--- config.mk ---
export PLATFORM = sky130hd
export DESIGN_NAME = cmv300_sensor_emu
export DESIGN_NICKNAME = d
export VERILOG_FILES = /design/src/rtl/cmv300_sensor_emu.sv
export SDC_FILE = /design/constraint.sdc
export NUM_CORES = 1
export LEC_CHECK = 0
export ABC_AREA = 1
export BUFFER_PORTS_ARGS = -buffer_cell sky130_fd_sc_hd__buf_2
export CAP_MARGIN = 20
export CORE_ASPECT_RATIO = 1.2
export CORE_UTILIZATION = 60
export CTS_BUF_LIST = sky130_fd_sc_hd__clkbuf_4
export DETAILED_ROUTE_END_ITERATION = 6
export PLACE_DENSITY = 0.76
export RECOVER_POWER = 25
export SLEW_MARGIN = 10
export SYNTH_ARGS = -nofsm -noshare
export SYNTH_HDL_FRONTEND = slang
export SYNTH_SLANG_ARGS = --single-unit
--- constraint.sdc ---
create_clock -name i_clk -period 2.8 [get_ports i_clk]
set_input_delay 0.56 -clock i_clk [delete_from_list [all_inputs] [get_ports i_clk]]
set_output_delay 0.56 -clock i_clk [all_outputs]
set_load 0.01 [all_outputs]
--- src/rtl/cmv300_sensor_emu.sv ---
`default_nettype none
// cmv300_sensor_emu : CMV300 parallel-output sensor emulator with test patterns -- rev 1.0
// Frame request edge -> frame overhead -> ROWS lines of COLS pixels separated by idle gaps.
module cmv300_sensor_emu #(
  parameter int COLS     = 648,
  parameter int ROWS     = 488,
  parameter int FOT      = 32,
  parameter int LINE_GAP = 16
) (
  input  logic       i_clk,
  input  logic       line_counter_rst,
  input  logic       i_sys_res_n,
  input  logic       i_frame_req,
  input  logic [1:0] i_pattern_sel,
  output logic [9:0] o_data,
  output logic       o_lval,
  output logic       o_dval,
  output logic       o_busy,
  output logic       o_frame_done,
  output logic       o_overrun,
  output logic [7:0] o_frame_cnt
);

  localparam int c_DMAX = (FOT > LINE_GAP) ? FOT : LINE_GAP;
  localparam int c_DW   = $clog2(c_DMAX + 1);

  typedef enum logic [2:0] {
    S_IDLE = 3'd0,
    S_FOT  = 3'd1,
    S_LINE = 3'd2,
    S_GAP  = 3'd3,
    S_DONE = 3'd4
  } state_t;

  state_t            r_state, w_state_nxt;
  logic              r_req_d;
  logic              w_edge;
  logic [1:0]        r_pat;
  logic [9:0]        r_col, w_col_nxt;
  logic [8:0]        r_row, w_row_nxt;
  logic [c_DW-1:0]   r_dly, w_dly_nxt;
  logic              r_overrun;
  logic [7:0]        r_frame_cnt;
  logic              w_lval;
  logic [9:0]        w_pix;

  assign w_edge = i_frame_req & ~r_req_d;

  always_comb begin
    w_state_nxt = r_state;
    w_col_nxt   = r_col;
    w_row_nxt   = r_row;
    w_dly_nxt   = r_dly;
    case (r_state)
      S_IDLE: begin
        if (w_edge) begin
          w_state_nxt = S_FOT;
          w_col_nxt   = '0;
          w_row_nxt   = '0;
          w_dly_nxt   = '0;
        end
      end
      // Overhead phase spans FOT+1 cycles so the first pixel lands FOT+1 edges after the request edge
      S_FOT: begin
        if (r_dly == c_DW'(FOT)) begin
          w_state_nxt = S_LINE;
          w_col_nxt   = '0;
        end else begin
          w_dly_nxt = r_dly + 1'b1;
        end
      end
      S_LINE: begin
        if (r_col == 10'(COLS - 1)) begin
          if (r_row == 9'(ROWS - 1)) begin
            w_state_nxt = S_DONE;
          end else begin
            w_state_nxt = S_GAP;
            w_row_nxt   = r_row + 9'd1;
            w_dly_nxt   = '0;
          end
        end else begin
          w_col_nxt = r_col + 10'd1;
        end
      end
      S_GAP: begin
        if (r_dly == c_DW'(LINE_GAP - 1)) begin
          w_state_nxt = S_LINE;
          w_col_nxt   = '0;
        end else begin
          w_dly_nxt = r_dly + 1'b1;
        end
      end
      S_DONE:  w_state_nxt = S_IDLE;
      default: w_state_nxt = S_IDLE;
    endcase
  end

  always_ff @(posedge i_clk or posedge line_counter_rst) begin
    if (line_counter_rst) begin
      r_state     <= S_IDLE;
      r_req_d     <= 1'b0;
      r_pat       <= '0;
      r_col       <= '0;
      r_row       <= '0;
      r_dly       <= '0;
      r_overrun   <= 1'b0;
      r_frame_cnt <= '0;
    end else begin
      r_req_d <= i_frame_req;
      if (!i_sys_res_n) begin
        r_state     <= S_IDLE;
        r_pat       <= '0;
        r_col       <= '0;
        r_row       <= '0;
        r_dly       <= '0;
        r_overrun   <= 1'b0;
        r_frame_cnt <= '0;
      end else begin
        r_state <= w_state_nxt;
        r_col   <= w_col_nxt;
        r_row   <= w_row_nxt;
        r_dly   <= w_dly_nxt;
        if (r_state == S_IDLE && w_edge) begin
          r_pat <= i_pattern_sel;
        end
        if (r_state != S_IDLE && w_edge) begin
          r_overrun <= 1'b1;
        end
        if (r_state == S_LINE && w_state_nxt == S_DONE) begin
          r_frame_cnt <= r_frame_cnt + 8'd1;
        end
      end
    end
  end

  always_comb begin
    w_pix = '0;
    case (r_pat)
      2'd0:    w_pix = r_col;
      2'd1:    w_pix = {1'b0, r_row};
      2'd2:    w_pix = (r_col[3] ^ r_row[3]) ? 10'h3FF : 10'h000;
      default: w_pix = r_col + {2'b00, r_frame_cnt};
    endcase
  end

  assign w_lval       = (r_state == S_LINE);
  assign o_lval       = w_lval;
  assign o_dval       = w_lval;
  assign o_data       = w_lval ? w_pix : 10'h000;
  assign o_busy       = (r_state == S_FOT) || (r_state == S_LINE) || (r_state == S_GAP);
  assign o_frame_done = (r_state == S_DONE);
  assign o_overrun    = r_overrun;
  assign o_frame_cnt  = r_frame_cnt;

endmodule
`default_nettype wire
==> qor.txt <==
Post-route DRC: 0
WS Path Type: reg -> out
Ys flop type: dfrtp_1
Crit-path max FO: 7
Synthesized instance count: 498
Antenna cell count: 0
Initial core utilization: 63.58%
Critical path arrival: 2.14 ns
Buf/Inv on CP: 1
CTS Buf Count: 5
Share of cells above drive strength 1: 20.79%
CTS tree: done
Worst-margin pin slew: 1.016 ns
Critical path launch point: r_col[4]
GRT overflow: 0
Reg2reg path depth: 10
Layout Cells excl Fill: 591
CTS H-tree lvls: 2
Most instantiated cells after synthesis: nand2_1, inv_1, nand3_1
P&R area growth vs syn: 7.878%
Syn_nets: 518
Crit-path cells: ha_1, a21oi_4, nor2_1, nor2_1, nand2_1, nand2_1, nand2_1, a21oi_1, buf_2
Clk_skew: 0.01713 ns
Synthesized flop and latch total: 40
Die width: 70.87 um
Sequential share of the synthesized area: 29.31%
Final hold viol count: 0
Routability congestion estimate: 0.9575
Largest area contributor in the netlist: dfrtp_1
Distinct cells, synth: 40
Most instantiated library cell after synthesis: nand2_1
DR WL/cell: 14.39 um
Crit path largest cell delay: 0.49 ns
Slew margin rel.: 32.30%
Die Area: 0.005998 mm^2
FMAX: 370.2 MHz
Fin nets: 548
Critical hold path startpoint: i_frame_req
Crit path depth: 9
Via-to-Cell Ratio: 5.750
Root buf cell: clkbuf_4
Post-synth ARST share: 100.0%
IO Pins: 29
Avg Cell Area, Syn: 6.856 um^2
CP Capture Type: output port
Max-cap violation count: 0
Largest net degree at the start of global routing: 41
Tmin final: 2.701 ns
Number of global-route vias before repair: 3115
CP Launch Type: flip-flop
Initial DRC count: 196
CP most frequent cell: nand2_1
First-pass GRT wire length: 14490 um
Vias: 3398
Drt pass-1 iters: 7
Clock-pin slew of the registers on the worst-case setup and hold paths: 0.14 ns
Netlist Area Pre-Place: 0.003415 mm^2
# hold bufs at CTS: 0
Top Family by Delay on Critical Path: flip-flops
Hold Crit Depth: 1
Top-area cell type share of the netlist area: 29.31%
Slowest CP cell: dfrtp_1
Ranking of synthesized cells by area: dfrtp_1, nand2_1, nand3_1, inv_1, nor2_1
WL final: 8507 um
RR Startpoint: r_col[0]
Input/output buffers: 28
Sink Count: 40
Status: finished, final reports clean
Period Utilization, post-route: 96.47%
Dpl hpwl: 6470 um
Detail Route Antenna Nets: 0
Row count: 29
WP data required: 2.24 ns
Type of the worst min-delay path: in -> reg
Setup TNS: 0 ns
Maximum root-to-sink buffer count: 2
Core Box Area: 0.005370 mm^2
Die height: 84.64 um
Initial antenna violation count: 0
Skew-Pair Late Insertion Delay: 0.37 ns
Synth warn: 0
Pwr Density: 272.2 mW/mm^2
Total track usage: 30.78%
Number of synthesized flops with an enable pin: 0
Fin. max-slew vios: 0
P_leak: 0.001880 uW
Placed insts: 580
Peak VDD IR: 0.2333 mV
Final setup fails: 0
-- power by group --
group | total, uW | switching [uW] | leakage (uW) | internal (uW)
Combinational | 98.2 | 74.8 | 0.00130 | 23.4
Sequential | 593 | 9.46 | 0.000545 | 584
Clock | 311 | 214 | 0.0000330 | 97.0
Total | 1000 | 299 | 0.00188 | 704
-- what timing repair did --
item / 4_1_cts / 5_1_grt
buffers inserted: 0 / 3
endpoints found under the setup margin: 2 / 7
gates resized for setup: 1 / 14
pin swaps: 0 / 0
-- kinds of logic (layout without fill, tap and decap cells) --
logic type | after synthesis | in the layout | synth area share [%]
xor gates and xnor gates | 7 | 7 | 1.796
DFF | 40 | 40 | 29.31
and+or+nand+nor | 286 | 286 | 40.01
adders and majority gates | 14 | 14 | 5.350
AOI/OAI and AO/OA | 72 | 72 | 13.23
buffers and inverters | 79 | 110 | 10.30
-- path summary, 6_finish.rpt --
check | to | slack (ns)
worst min-delay path | r_req_d | 0.30
max in group asynchronous | r_col[1] | 1.64
worst max-delay path | o_data[7] | 0.1
worst min register to register | o_overrun | 0.51
min in group asynchronous | r_dly[0] | 0.48
worst max register to register | r_col[7] | 0.98
-- layout make-up --
| type | count | area (um^2) |
|---|---|---|
| fillers | 473 | 1687 |
| flip-flops and latches | 40 | 1007 |
| clock inverters | 3 | 17.52 |
| clock buffers | 5 | 37.54 |
| well taps | 62 | 77.57 |
| inverters | 65 | 244.0 |
| multi-input cells | 379 | 2096 |
| repair buffers | 37 | 203.9 |
-- state kept, by name, summed over array words and instances, names as in the netlist --
name	count
o_overrun	1
r_col	10
r_req_d	1
r_pat	2
r_state	3
r_dly	6
o_frame_cnt	8
r_row	9
-- metrics by stage --
stage	area [um^2]	hold slack [ns]	total power, uW	worst slack, ns	utilization (%)
after floorplan	3415	0.4633	687.6	0.5858	-
after global placement	3570	0.4707	702.0	0.4114	66.47
after detailed placement	3570	0.4882	703.9	0.3570	66.47
after CTS	3626	0.2964	1012	0.01313	67.52
after global routing	3684	0.2840	1045	-0.001831	68.59
final	3684	0.3030	1003	0.09884	68.59
-- placed cells by master (no fill, tap or decap), types with 8 or more instances in the layout --
cell / n
nor2_1: 45
o21ai_2: 15
inv_1: 57
a21oi_1: 18
dfrtp_1: 35
inv_2: 8
nand2_2: 13
buf_4: 8
ha_1: 10
buf_2: 27
nand4_1: 20
nand3_1: 49
nand2_1: 131
o21ai_0: 29
-- metal layers --
layer	routed length [um]	up-vias	track usage, %
met2	4258	93	52.01
met5	0	-	0
met4	336	0	15.82
met1	3622	1593	38.54
met3	290	25	3.601
li1	-	1687	-
Note: power is estimated with default switching activity, not from simulation.
